File: config.mk
export PLATFORM = sky130hd
export DESIGN_NAME = ristretto_prefetch_fetch_unit
export DESIGN_NICKNAME = d
export VERILOG_FILES = /design/src/rtl/ristretto_prefetch_fetch_unit.sv
export SDC_FILE = /design/constraint.sdc
export NUM_CORES = 1
export LEC_CHECK = 0
export BUFFER_PORTS_ARGS = -buffer_cell sky130_fd_sc_hd__buf_4
export CAP_MARGIN = 20
export CORE_MARGIN = 4
export CORE_UTILIZATION = 53
export DETAILED_ROUTE_END_ITERATION = 12
export HOLD_SLACK_MARGIN = 0.1
export PLACE_DENSITY_LB_ADDON = 0.12
export REMOVE_ABC_BUFFERS = 1
export SLEW_MARGIN = 30
export SYNTH_ARGS = -nofsm -noshare
export SYNTH_HDL_FRONTEND = slang
export SYNTH_SLANG_ARGS = --single-unit
export TNS_END_PERCENT = 100
File: constraint.sdc
create_clock -name clk_i -period 4.06 [get_ports clk_i]
set_clock_uncertainty 0.2 [all_clocks]
set_input_delay 0.406 -clock clk_i [delete_from_list [all_inputs] [get_ports clk_i]]
set_output_delay 0.406 -clock clk_i [all_outputs]
set_load 0.01 [all_outputs]
File: src/rtl/ristretto_prefetch_fetch_unit.sv
// Credit-based, in-order instruction fetch unit with response FIFO and redirect flushing.
// Optional hazard NOP injection is enabled by defining RISTRETTO_FU_NOP_INJECT_EN.
module ristretto_prefetch_fetch_unit #(
   parameter int unsigned          DataWidth      = 32,
   parameter int unsigned          AddrWidth      = 32,
   parameter int unsigned          FifoDepth      = 4,
   parameter int unsigned          MaxOutstanding = 2,
   parameter logic [AddrWidth-1:0] BootAddr       = '0
) (
   input  logic                 clk_i,
   input  logic                 rst_i,
   input  logic                 fu_fetch_en_i,
   input  logic                 fu_redirect_i,
   input  logic [AddrWidth-1:0] fu_redirect_addr_i,
   output logic                 fu_instr_req_o,
   output logic [AddrWidth-1:0] fu_instr_addr_o,
   input  logic                 fu_instr_ready_i,
   input  logic                 fu_instr_valid_i,
   input  logic [DataWidth-1:0] fu_instr_rdata_i,
   output logic [DataWidth-1:0] fu_instr_o,
   output logic [AddrWidth-1:0] fu_instr_pc_o,
   output logic                 fu_new_instr_o,
   input  logic                 fu_instr_consume_i,
   output logic                 fu_stage_busy_o,
   output logic [1:0]           fu_penality_o,
   input  logic                 fu_trap_hazard_flag_i,
   input  logic                 fu_ctrl_hazard_flag_i
);

   localparam int unsigned PtrW = $clog2(FifoDepth);
   localparam int unsigned CntW = $clog2(FifoDepth + 1);
   localparam logic [CntW:0]      DepthC = (CntW + 1)'(FifoDepth);
   localparam logic [CntW-1:0]    MaxC   = CntW'(MaxOutstanding);
   localparam logic [DataWidth-1:0] Nop  = DataWidth'(32'h0000_0013);

   typedef enum logic {StIdle, StReq} fu_state_e;

   fu_state_e            state_q, state_d;
   logic [AddrWidth-1:0] addr_q, addr_d;
   logic [AddrWidth-1:0] pc_q, pc_d;
   logic [CntW-1:0]      out_q, out_d;
   logic [CntW-1:0]      disc_q, disc_d;
   logic [CntW-1:0]      cnt_q, cnt_d;
   logic [PtrW-1:0]      wr_ptr_q, wr_ptr_d;
   logic [PtrW-1:0]      rd_ptr_q, rd_ptr_d;
   logic [PtrW-1:0]      infl_wr_q, infl_wr_d;
   logic [PtrW-1:0]      infl_rd_q, infl_rd_d;

   logic [DataWidth-1:0] fifo_data_q [FifoDepth];
   logic [AddrWidth-1:0] fifo_pc_q   [FifoDepth];
   // Addresses of accepted requests, in issue order, awaiting their response.
   logic [AddrWidth-1:0] infl_pc_q   [FifoDepth];

   logic                 accept, rsp, push, pop, fifo_empty, credit, launch;
   logic [AddrWidth-1:0] next_pc;
   logic [DataWidth-1:0] head_instr;

   assign fu_instr_req_o  = (state_q == StReq);
   assign fu_instr_addr_o = addr_q;
   assign fifo_empty      = (cnt_q == '0);
   assign accept          = fu_instr_req_o & fu_instr_ready_i;
   // Responses with nothing outstanding (e.g. left over from before reset) are ignored.
   assign rsp             = fu_instr_valid_i & (out_q != '0);
   assign push            = rsp & (disc_q == '0) & ~fu_redirect_i;
   assign pop             = ~fifo_empty & fu_instr_consume_i & ~fu_redirect_i;
   assign next_pc         = fu_redirect_i ? fu_redirect_addr_i : pc_q;

   always_comb begin
      out_d     = out_q;
      disc_d    = disc_q;
      cnt_d     = cnt_q;
      wr_ptr_d  = wr_ptr_q;
      rd_ptr_d  = rd_ptr_q;
      infl_wr_d = infl_wr_q;
      infl_rd_d = infl_rd_q;
      state_d   = state_q;
      addr_d    = addr_q;
      pc_d      = next_pc;
      launch    = 1'b0;

      if (accept && !rsp) begin
         out_d = out_q + CntW'(1);
      end else if (!accept && rsp) begin
         out_d = out_q - CntW'(1);
      end
      if (accept) infl_wr_d = infl_wr_q + PtrW'(1);
      if (rsp)    infl_rd_d = infl_rd_q + PtrW'(1);

      if (fu_redirect_i) begin
         // A still-unaccepted request will be issued later; its data must be dropped too.
         disc_d   = out_d + CntW'(fu_instr_req_o & ~fu_instr_ready_i);
         cnt_d    = '0;
         wr_ptr_d = '0;
         rd_ptr_d = '0;
      end else begin
         if (rsp && disc_q != '0) disc_d = disc_q - CntW'(1);
         if (push) wr_ptr_d = wr_ptr_q + PtrW'(1);
         if (pop)  rd_ptr_d = rd_ptr_q + PtrW'(1);
         if (push && !pop) begin
            cnt_d = cnt_q + CntW'(1);
         end else if (!push && pop) begin
            cnt_d = cnt_q - CntW'(1);
         end
      end

      // Credit is judged on next-cycle occupancy plus the request that would be raised.
      credit = (({1'b0, out_d} + {1'b0, cnt_d}) < DepthC) && (out_d < MaxC);

      unique case (state_q)
         StIdle: begin
            if (fu_fetch_en_i && credit && !fu_redirect_i) launch = 1'b1;
         end
         StReq: begin
            if (accept) begin
               launch = fu_fetch_en_i & credit;
               if (!launch) state_d = StIdle;
            end
         end
         default: state_d = StIdle;
      endcase

      if (launch) begin
         state_d = StReq;
         addr_d  = next_pc;
         pc_d    = next_pc + AddrWidth'(4);
      end
   end

   always_ff @(posedge clk_i or posedge rst_i) begin
      if (rst_i) begin
         state_q   <= StIdle;
         addr_q    <= BootAddr;
         pc_q      <= BootAddr;
         out_q     <= '0;
         disc_q    <= '0;
         cnt_q     <= '0;
         wr_ptr_q  <= '0;
         rd_ptr_q  <= '0;
         infl_wr_q <= '0;
         infl_rd_q <= '0;
      end else begin
         state_q   <= state_d;
         addr_q    <= addr_d;
         pc_q      <= pc_d;
         out_q     <= out_d;
         disc_q    <= disc_d;
         cnt_q     <= cnt_d;
         wr_ptr_q  <= wr_ptr_d;
         rd_ptr_q  <= rd_ptr_d;
         infl_wr_q <= infl_wr_d;
         infl_rd_q <= infl_rd_d;
      end
   end

   always_ff @(posedge clk_i) begin
      if (push) begin
         fifo_data_q[wr_ptr_q] <= fu_instr_rdata_i;
         fifo_pc_q[wr_ptr_q]   <= infl_pc_q[infl_rd_q];
      end
      if (accept) infl_pc_q[infl_wr_q] <= addr_q;
   end

   assign head_instr      = fifo_empty ? Nop : fifo_data_q[rd_ptr_q];
   assign fu_instr_pc_o   = fifo_empty ? pc_q : fifo_pc_q[rd_ptr_q];
   assign fu_new_instr_o  = ~fifo_empty;
   assign fu_stage_busy_o = fu_instr_req_o | (out_q != '0);

`ifdef RISTRETTO_FU_NOP_INJECT_EN
   assign fu_instr_o    = (fu_ctrl_hazard_flag_i | fu_trap_hazard_flag_i) ? Nop : head_instr;
   assign fu_penality_o = {fu_trap_hazard_flag_i, fu_ctrl_hazard_flag_i};
`else
   logic unused_hazard;
   assign unused_hazard = fu_ctrl_hazard_flag_i ^ fu_trap_hazard_flag_i;
   assign fu_instr_o    = head_instr;
   assign fu_penality_o = 2'b00;
`endif

endmodule

---- Word-level counts from Yosys, hierarchy flattened ----
Memories as Yosys holds them, arrays and structs flattened.
Cells that the tools add are included.
storage, ports and cells
  bits in registers ....................... 82
  bits in latches ......................... 0
  RAM bits ................................ 384
  ROM bits ................................ 0
  output and inout bits ................... 101
  word-level logic and storage cells ...... 86
  memories kept ........................... 3
memories
  memory       words  width  rd ports  clocked after Yosys merged registers in  write ports  line  source
  fifo_data_q  4      32     1         0                                        1            49    logic [DataWidth-1:0] fifo_data_q [FifoDepth];
  fifo_pc_q    4      32     1         0                                        1            50    logic [AddrWidth-1:0] fifo_pc_q [FifoDepth];
  infl_pc_q    4      32     1         0                                        1            52    logic [AddrWidth-1:0] infl_pc_q [FifoDepth];
operators by class
  add/sub/neg operators ................... 12
  multipliers ............................. 0
  divide/modulo/power cells ............... 0
  order comparisons ....................... 2
  eq/ne operators ......................... 0
  shift-type cells ........................ 0
  mux-type cells .......................... 26
  bitwise gates (word level) .............. 13
  reduce and logical (&&, ||, !) cells .... 20
operators by type and width
  kind                   count
  $mux 32                4
  $add 32x3->32 const B  1
  $mux 3                 7
  $mux 1                 10
  $sub 3x1->3 const B    3
  $add 2x1->2 const B    4
  $logic_and 1x1->1      8
  $mux 2                 4
  $and 1x1->1            7
  $add 3x1->3 const B    2
  $logic_not 3->1        2
  $reduce_bool 2->1      3
  $reduce_bool 3->1      2
  $logic_not 1->1        5
  $add 3x3->4            1
  $lt 4x3->1 const B     1
  $add 3x3->3            1
  $and 1x3->3            1
  $lt 3x2->1 const B     1
  $not 1->1              3
  $not 1->3              1
  $pmux 1 s2             1
  $or 1x1->1             1

---- Longest topological paths before layout ----
Gate-level depths: netlist (run 1).
  depth in word-level cells ............... 17
  depth in mapped cells ................... 18
  mapped depth without buffers ............ 15

---- Worst setup path before layout (run 1) ----
OpenSTA, ideal clock, no wires.
  kind .................................... input-to-reg
  start ................................... input port fu_redirect_i
  end ..................................... register pc_q[20]
  data arrival time ....................... 3878 ps
  data required time ...................... 3728 ps
  setup slack ............................. -150 ps
  stages on the path ...................... 13
  path buffers ............................ 6
  cell sequence ........................... buf_4 -> buf_4 -> buf_2 -> buf_1 -> clkbuf_1 -> buf_1 -> nor2_1 -> ha_1 -> or4b_1 -> a211oi_4 -> nand4_4 -> or4_1 -> xor2_1
between the ends
  cells in the longest elaborated chain, start to end .. 15
RTL lines
  what                             line    source
  start: declaration               13      input logic fu_redirect_i,
  $not 1->1                        64, 65
  $and 1x1->1                      64      assign push = rsp & (disc_q == '0) & ~fu_redirect_i;
  $logic_not 1->1                  101     end else if (!push && pop) begin
  $logic_and 1x1->1                101
  $mux 3                           101
  $mux 3                           99      if (push && !pop) begin
  $mux 3 *                         89      if (fu_redirect_i) begin
  named net cnt_d[2]               43      logic [CntW-1:0] cnt_q, cnt_d;
  $add 3x3->4 *                    107     credit = (({1'b0, out_d} + {1'b0, cnt_d}) < DepthC) && (out_d < MaxC);
  $lt 4x3->1 *                     107
  $logic_and 1x1->1 *              107
  $logic_and 1x1->1 (2 in series)  111     if (fu_fetch_en_i && credit && !fu_redirect_i) launch = 1'b1;
  $mux 1                           111
  $pmux 1 s2 *                     109     unique case (state_q)
  $mux 32 *                        122     if (launch) begin
  named net pc_d[20]               40      logic [AddrWidth-1:0] pc_q, pc_d;
  end signal: assignment           133     pc_q <= BootAddr;
  end signal: assignment           144     pc_q <= pc_d;
  end: declaration                 40
Mark *: on every way through the listed nets, which the timed path passes. The rest lies on a longest branch.
A chain may end at the register's enable or synchronous reset.

---- Worst setup path in the final report (run 1) ----
  start ................................... register out_q[0]
  end ..................................... register pc_q[31]
between the ends
  cells in the longest elaborated chain, start to end .. 17
RTL lines
  what                             line  source
  start: declaration               41    logic [CntW-1:0] out_q, out_d;
  start signal: assignment         145   out_q <= out_d;
  $reduce_bool 3->1 *              63    assign rsp = fu_instr_valid_i & (out_q != '0);
  $and 1x1->1 *                    63
  $and 1x1->1 * (2 in series)      64
  $logic_not 1->1                  101
  $logic_and 1x1->1                101
  $mux 3                           101
  $mux 3 *                         99
  $mux 3 *                         89
  named net cnt_d[2]               43
  $add 3x3->4 *                    107
  $lt 4x3->1 *                     107
  $logic_and 1x1->1 *              107
  $logic_and 1x1->1 (2 in series)  111
  $mux 1                           111
  $pmux 1 s2 *                     109
  $mux 32 *                        122
  named net pc_d[31]               40
Marks and branches as above.

==> out/results.ini, run 1 <==
[grt]
grt_start_max_net_pins = 65
grt_antenna_before_repair = 0
grt_use_total_pct = 21.86
grt_pass1_wl_mm = 64.34
first_global_vias = 10710
grt-ovfl-total = 0

[drt]
drc = 0
via_count = 10300
post_drt_wl_per_cell_um = 22.79
wl_mm = 41.93
drt-initial-drc-count = 560
first_pass_iters = 4
vias_per_cell = 5.597
drtAntennaViolNets = 0

[floorplan]
ios = 174
floorplan.initialDensity_pct = 54.25
die_area_um2 = 38790
fp-row-count = 68
fp.dieH_um = 197.0
die_w_um = 197.0
core_um2 = 34880

[status]
status = completed

[cells_and_area]
final_layout_size_suffix_gt1_share_pct = 31.58
fillers = 2477
mostFrequentLayoutCell = edfxtp_1
area_growth_pct = 22.63
layout_common_cells = edfxtp_1 (384), buf_4 (211), nand2_1 (116), mux4_2 (96), dfrtp_1 (79)
seq_area_um2 = 13590
fin_util_pct = 66.52
multi_input_area_um2 = 5082
nNetsFinal = 1439

[setup_path]
reg2reg_to = pc_q[31]
worstPathMaxFanout = 6
cp.buffers_inverters = 3
path_class = reg -> reg
crit_start = out_q[0]
endpoint = pc_q[31]
cpMostUsedCell = ha_1
cp-end-kind = register
max_stage_delay_ps = 510
required_ps = 4340
cp_num_cells = 15
critPathLaunchType = register
slowest_stage = or4b_4
rr_worst_depth = 15
r2r_slack_ps = 150
crit_chain = inv_1, ha_1, nor2b_2, or3_4, o22ai_1, xnor2_1, nor2_1, ha_1, or4b_4, a211oi_4, buf_12, nand2_2, nor4b_1, buf_4, xor2_1
cpLargestDelayFamily = simple AND/OR/NAND/NOR gates
worstPathArrival_ps = 4190
r2r-start = out_q[0]

[synthesis]
syn-cell-area_um2 = 18920
synth_area_per_cell_um2 = 17.80
synth.area.top_cells = edfxtp_1 (61%), mux4_2 (11%), dfrtp_1 (11%)
synth.largest_area_cell = edfxtp_1
yosysTopAreaCellShare_pct = 60.94
ys.flop_type = edfxtp_1
yosys_warnings = 0
synth_edf_count = 384
async_flop_share_pct = 17.60
ys_ff_latch = 466
synthCells = 1063
ys_types = 67
yosysSeqAreaShare_pct = 71.78

[cts]
clk_latency_ps = 550
cts_tree = done
clock-sinks = 466
postCtsSetupBuffers = 0
htree_levels = 2
clk_pin_slew_worst_paths_ps = 60
cts_root_buf = clkbuf_16
cts_buffers = 47
clockBufferDepth = 3

[timing]
finalCriticalPeriod_ps = 3907
fmax_mhz = 255.9
setup_viol = 0
hold_viol_final = 0
fin_hold_ws_ps = 138.3
worstMarginPinSlew_ps = 951.1
slew_headroom_pct = 36.59
drv_slew = 0
finalCritPeriodShare_pct = 96.24

[power]
p_leak_nw = 8.401
total_power_mw = 15.21
ir_drop_uv = 492.1
p_sw_mw = 4.611
p_seq_share_pct = 42.7
comb_power_share_pct = 30.0
powerDensity_nw_per_um2 = 655.4
swShare_pct = 30.32
p_clk_share_pct = 27.3
intPower_mw = 10.60

[placed_design]
globalplace.congestion = 0.7693
post-dp-hpwl_mm = 25.55
port_buffers = 169

[run]
maxCapViolCount = 0

[min_path]
hp-class = in -> reg

==> Yosys cell counts, drive strengths merged (14+ instances only) <==
master,number
nor2,51
mux4,96
clkbuf,21
mux2i,21
ha,21
mux2,19
buf,32
inv,14
xnor2,25
and2,35
dfrtp,82
xor2,16
a21oi,27
nand2,120
edfxtp,384
==> worst min path at each step <==
| stage | cells past startpoint | to | slack [ps] | start |
|---|---|---|---|---|
| global placement | 1 | pc_q[0] | 310 | pc_q[0] |
| floorplan | 1 | wr_ptr_q[0] | 270 | fu_redirect_i |
| detailed placement | 1 | pc_q[0] | 310 | pc_q[0] |
| CTS | 4 | pc_q[10] | 110 | fu_redirect_addr_i[10] |
| finish | 4 | pc_q[10] | 140 | fu_redirect_addr_i[10] |
| global route | 4 | pc_q[10] | 140 | fu_redirect_addr_i[10] |
==> tightest hold or removal path, delay by kind of cell <==
kind / cells / cell delay [ps]
xor+xnor: 1 / 120
buf+inv: 2 / 250
mux: 1 / 60
==> power by group through the flow <==
stage / registers, mW / logic [mW] / clock network, mW
final: 6.50 / 4.56 / 4.15
after global routing: 6.58 / 4.98 / 4.44
after CTS: 6.51 / 4.63 / 4.24
after detailed placement: 6.60 / 4.56 / 0
after global placement: 6.59 / 4.51 / 0
after floorplan: 6.64 / 2.30 / 0
==> sequential cells by signal, indices dropped and copies added, names as in the netlist, 3 cells and up <==
| signal | count |
|---|---|
| fu_instr_addr_o | 32 |
| fifo_pc_q | 128 |
| fifo_data_q | 128 |
| pc_q | 32 |
| out_q | 3 |
| infl_pc_q | 128 |
| disc_q | 3 |
| cnt_q | 3 |
==> cell type report <==
cell class | instances | area share, %
antenna | 1 | 0.01078
clock buffer | 71 | 5.678
clock inverter | 17 | 0.7387
sequential | 466 | 58.57
timing repair buffer | 285 | 10.41
inverter | 14 | 0.2319
tap | 455 | 2.453
multi-input combinational | 531 | 21.90
==> stage by stage <==
stage / setup TNS (ps) / instance area (um^2) / cells / setup WS (ps)
5_1_grt: -15.90 / 23200 / 1839 / -15.90
3_3_place_gp: 0 / 21040 / 1687 / 119.3
6_report: 0 / 23200 / 1840 / 152.8
4_1_cts: 0 / 23170 / 1839 / 81.42
3_5_place_dp: 0 / 21040 / 1687 / 95.71
2_1_floorplan: -121700 / 18660 / 1011 / -2492
==> per-layer routing <==
layer,wire length (um),GRT usage (%)
met1,17960,31.54
met5,0,0
met2,20930,36.34
met3,2327,3.077
met4,717,4.777
==> repair_timing <==
item,4_1_cts,5_1_grt
resized for setup,0,5
setup endpoints to repair,0,30
hold endpoints to repair,218,0
hold buffers,64,0
==> cell families after synthesis <==
kind of cell    Yosys count  share of synthesized area, %
flops                   466                         71.78
simple gates            275                         7.458
compound gates           55                         2.004
mux                     136                         13.67
fa+ha+maj                21                         1.389
xor+xnor                 42                         2.017
other cells               1                       0.01982
buf+inv                  67                         1.666
Power figures use the tool's default switching activity.
==> run 2: changes to the inputs <==
ABC_AREA = 1   (was default)
CORE_UTILIZATION = 60   (was 53)
PLACE_DENSITY = 0.8   (was default)
PLACE_DENSITY_LB_ADDON = default   (was 0.12)
clock period = 3.6 ns   (was 4.06 ns; I/O delays follow)
==> out/results.ini, run 2 <==
[floorplan]
floorplan.initialDensity_pct = 61.53
fp.dieH_um = 191.6
die_w_um = 191.6
die_area_um2 = 36710
fp-row-count = 66
core_um2 = 32870
ios = 174

[cts]
clk_pin_slew_worst_paths_ps = 60
cts_buffers = 45
cts_root_buf = clkbuf_16
clk_latency_ps = 550
clockBufferDepth = 3
cts_tree = done
htree_levels = 2
clock-sinks = 466

[placed_design]
place_area_um2 = 22010
post-dp-hpwl_mm = 30.47
port_buffers = 169
globalplace.congestion = 0.9427

[synthesis]
ys.flop_type = edfxtp_1
synth_commonest_cells = nand2_1 (412), edfxtp_1 (384), nor2_1 (348), o21ai_0 (231), inv_1 (89)
synth_edf_count = 384
synth.area.top_cells = edfxtp_1 (57%), dfrtp_1 (10%), nand2_1 (7.6%)
ys_ff_latch = 466
synthCells = 1922
yosys_warnings = 0
async_flop_share_pct = 17.60
synth.largest_area_cell = edfxtp_1
yosysMostFrequentCell = nand2_1
ys_types = 40
yosysTopAreaCellShare_pct = 57.02
syn-cell-area_um2 = 20220
synth_area_per_cell_um2 = 10.52
yosysSeqAreaShare_pct = 67.17

[run]
maxCapViolCount = 0

[drt]
vias_per_cell = 5.685
first_pass_iters = 6
drtAntennaViolNets = 0
drc = 0
drt-initial-drc-count = 1474
post_drt_wl_per_cell_um = 19.38
wl_mm = 50.57
via_count = 14840

[grt]
grt_antenna_before_repair = 1
grt_start_max_net_pins = 65
first_global_vias = 14350
grt_pass1_wl_mm = 77.23
grt-ovfl-total = 0
grt_use_total_pct = 26.98

[cells_and_area]
final_layout_size_suffix_gt1_share_pct = 14.90
fin_util_pct = 73.35
antenna_cells = 0
nNetsFinal = 2226
design_area_um2 = 24110
fillers = 2182
mostFrequentLayoutCell = nand2_1
reg.largest.list = fifo_data_q x128, fifo_pc_q x128, infl_pc_q x128
layout_common_cells = nand2_1 (412), edfxtp_1 (384), nor2_1 (337), o21ai_0 (230), buf_4 (205)
area_growth_pct = 19.20

[power]
swShare_pct = 33.99
p_sw_mw = 5.808
intPower_mw = 11.28
comb_power_share_pct = 30.2
p_seq_share_pct = 42.9
p_clk_share_pct = 26.9
ir_drop_uv = 499.1
powerDensity_nw_per_um2 = 708.8
p_leak_nw = 9.567

[timing]
setup_viol = 0
hold_viol_final = 0
worstMarginPinSlew_ps = 804.1
finalCriticalPeriod_ps = 3366
slew_headroom_pct = 46.32
fmax_mhz = 297.1
finalCritPeriodShare_pct = 93.49
drv_slew = 0

[setup_path]
crit_chain = inv_1, ha_1, a21oi_1, nand4_1, o21ai_1, o21ai_0, a21oi_1, ha_1, nor4_2, nand3_1, nor2_4, buf_4, clkbuf_16, nand4_1, nand2_1
rr_worst_depth = 15
crit_start = out_q[0]
critPathLaunchType = register
worstPathArrival_ps = 3650
path_class = reg -> reg
slowest_stage = dfrtp_1
worstPathMaxFanout = 28
r2r_slack_ps = 230
required_ps = 3880
reg2reg_to = fu_instr_addr_o[25]
endpoint = fu_instr_addr_o[25]
max_stage_delay_ps = 380
cp-end-kind = register
r2r-start = out_q[0]

[status]
status = completed

[min_path]
hp-class = in -> reg
min_from = fu_redirect_i

## run 2: cell type report
cell class              instances  area, um^2  share of cell area, %
clock buffers                  59        1199                  4.972
multi-input cells            1252        5859                  24.31
flip-flops and latches        466       13590                  56.37
repair buffers                271        2285                  9.477
clock inverters                24       255.2                  1.059
well taps                     442       553.0                  2.294
inverters                      96       366.6                  1.521
## run 2: power by group through the flow
| stage | clock network, mW | registers (mW) | logic (mW) |
|---|---|---|---|
| global route | 4.87 | 7.39 | 5.69 |
| finish | 4.60 | 7.32 | 5.17 |
| detailed placement | 0 | 7.41 | 4.98 |
| floorplan | 0 | 7.43 | 2.63 |
| CTS | 4.64 | 7.31 | 5.07 |
| global placement | 0 | 7.37 | 4.81 |
## run 2: kinds of logic after synthesis
group / count (synthesis) / synth area share, %
simple gates: 880 / 17.97
fa+ha+maj: 21 / 1.299
buf+inv: 205 / 4.170
other cells: 1 / 0.01854
xor+xnor: 12 / 0.5198
flops: 466 / 67.17
compound gates: 337 / 8.860
## run 2: worst max-delay path, delay by kind of cell, from the launching register on
family / cells / cell delay (ps)
adders and majority gates: 2 / 510
DFF: 1 / 380
and+or+nand+nor: 6 / 920
AOI/OAI and AO/OA: 4 / 810
buffers and inverters: 3 / 480
## run 2: how the worst min path moves through the flow
stage / end / slack [ps] / depth (start not counted)
finish: wr_ptr_q[1] / 100 / 4
global route: wr_ptr_q[1] / 110 / 4
CTS: pc_q[2] / 100 / 5
detailed placement: infl_pc_q[1][13] / 330 / 0
global placement: wr_ptr_q[1] / 310 / 2
floorplan: rd_ptr_q[1] / 230 / 1
## run 2: routing by layer
| layer | track usage, % | wire, um |
|---|---|---|
| met1 | 35.42 | 20120 |
| met3 | 4.762 | 3939 |
| met5 | 0 | 13 |
| met2 | 46.74 | 25130 |
| met4 | 7.790 | 1365 |
## run 2: per-stage QoR
stage                     setup WS, ps  std cells  TNS [ps]  power (mW)  hold WS [ps]
final                            234.2       2610         0       17.09         102.6
after floorplan                  -1737       1814   -375070       10.07         226.4
after global placement           337.7       2465         0       12.18         311.1
after global routing            -5.429       2610    -13.92       17.96         113.8
after CTS                        175.9       2606         0       17.01         103.7
after detailed placement         205.2       2465         0       12.38         333.8
## run 2: repair_timing
action                                  in CTS  in global routing
gates resized for setup                      0                  4
buffers inserted                             0                  3
endpoints found under the hold margin      203                  0
hold buffers                                58                  0
endpoints found under the setup margin       0                 62
==> run 3: changes to the inputs <==
RECOVER_POWER = 25   (was default)
==> out/results.ini, run 3 (synthesis gave the netlist of run 2 again) <==
[status]
status = completed

[floorplan]
die_w_um = 191.6
fp.dieH_um = 191.6
die_area_um2 = 36710
fp-row-count = 66
ios = 174
core_um2 = 32870
floorplan.initialDensity_pct = 61.53

[grt]
grt-ovfl-total = 0
first_global_vias = 14350
grt_start_max_net_pins = 65
grt_pass1_wl_mm = 77.23
grt_use_total_pct = 26.98
grt_antenna_before_repair = 1

[drt]
post_drt_wl_per_cell_um = 19.43
drt-initial-drc-count = 1535
first_pass_iters = 5
vias_per_cell = 5.737
drc = 0
wl_mm = 50.72
drtAntennaViolNets = 0
via_count = 14970

[cells_and_area]
multi_input_area_um2 = 5859
fin_util_pct = 72.98
final_cells = 2610
final_layout_size_suffix_gt1_share_pct = 13.42
reg.largest.list = fifo_data_q x128, fifo_pc_q x128, infl_pc_q x128
seq_area_um2 = 13590
mostFrequentLayoutCell = nand2_1
layout_common_cells = nand2_1 (412), edfxtp_1 (384), nor2_1 (337), o21ai_0 (230), buf_4 (172)
area_growth_pct = 18.61
fillers = 2233
antenna_cells = 0
nNetsFinal = 2226

[placed_design]
post-dp-hpwl_mm = 30.47
dpl.cell_count = 2465
dp_slack_ps = 205.2
globalplace.congestion = 0.9427
port_buffers = 169

[timing]
finalCriticalPeriod_ps = 3387
slew_headroom_pct = 46.38
worstMarginPinSlew_ps = 803.1
hold_viol_final = 0
setup_viol = 0
layout_setup_ws_ps = 213.5
setup_tns_ps = 0
drv_slew = 0
finalCritPeriodShare_pct = 94.07
fmax_mhz = 295.3

[min_path]
holdPathEnd = wr_ptr_q[1]
hp-class = in -> reg
min_from = fu_redirect_i
hold-path-cell-count = 4

[cts]
clock-sinks = 466
clk_pin_slew_worst_paths_ps = 60
cts_tree = done
clk_latency_ps = 560
htree_levels = 2
clockBufferDepth = 3
cts_buffers = 45
cts_root_buf = clkbuf_16

[setup_path]
max_stage_delay_ps = 380
reg2reg_to = fu_instr_addr_o[25]
worstPathArrival_ps = 3670
r2r_slack_ps = 210
required_ps = 3880
worstPathMaxFanout = 28
r2r-start = out_q[0]
cpLargestDelayFamily = simple AND/OR/NAND/NOR gates
cp.buffers_inverters = 3
slowest_stage = dfrtp_1
cp_num_cells = 15
critPathLaunchType = register
crit_chain = inv_1, ha_1, a21oi_1, nand4_1, o21ai_1, o21ai_0, a21oi_1, ha_1, nor4_2, nand3_1, nor2_4, buf_4, clkbuf_16, nand4_1, nand2_1
rr_worst_depth = 15
path_class = reg -> reg
cp-end-kind = register

[power]
total_power_mw = 17.08
ir_drop_uv = 498.7
p_leak_nw = 9.451
powerDensity_nw_per_um2 = 712.0

[run]
maxCapViolCount = 0

-- run 3: worst register-to-register path, stage by stage (launching register included) --
cell and delay [ps]:
dfrtp_1 380, inv_1 90, ha_1 240, a21oi_1 280
nand4_1 220, o21ai_1 230, o21ai_0 120, a21oi_1 200
ha_1 270, nor4_2 140, nand3_1 150, nor2_4 190
buf_4 170, clkbuf_16 220, nand4_1 130, nand2_1 100
-- run 3: where the power goes --
group          internal [mW]  switching [mW]  leakage [nW]
Sequential              6.83           0.493          4.50
Clock                   2.65            1.95         0.711
Combinational           1.78            3.37          4.24
Total                   11.3            5.81          9.45
-- run 3: worst max-delay path by stage --
| stage | start | to | slack (ps) |
|---|---|---|---|
| CTS | out_q[0] | pc_q[10] | 180 |
| detailed placement | out_q[0] | fu_instr_addr_o[8] | 210 |
| global placement | out_q[0] | pc_q[28] | 340 |
| floorplan | rd_ptr_q[0] | fu_instr_pc_o[0] | -1740 |
| global route | out_q[0] | pc_q[10] | -5 |
| finish | out_q[0] | fu_instr_addr_o[25] | 210 |
-- run 3: what timing repair did --
| action | in CTS | in global routing |
|---|---|---|
| endpoints found under the hold margin | 203 | 0 |
| gates resized for setup | 0 | 4 |
| buffers inserted | 0 | 3 |
| endpoints found under the setup margin | 0 | 62 |
| hold buffers | 58 | 0 |
-- run 3: per-stage QoR --
stage | hold WS, ps | area [um^2]
floorplan | 226.4 | 19750
global placement | 311.1 | 22010
CTS | 103.7 | 24050
finish | 96.44 | 23990
detailed placement | 333.8 | 22010
global route | 113.8 | 23990
-- run 3: cell type report --
cell class	count	area share, %
Clock buffer	59	4.997
Timing Repair Buffer	271	9.024
Inverter	96	1.528
Clock inverter	24	1.064
Multi-Input combinational cell	1252	24.43
Tap cell	442	2.306
Sequential cell	466	56.65
-- run 3: layer usage --
layer  track usage (%)  vias up  wire length (um)  part of all wire, %
met1             35.42     7190             20100                   40
met4             7.790        2              1321                  2.6
met5                 0        -                13                0.026
li1                  -     7040                 -                    -
met2             46.74      630             25310                   50
met3             4.762      112              3968                  7.8
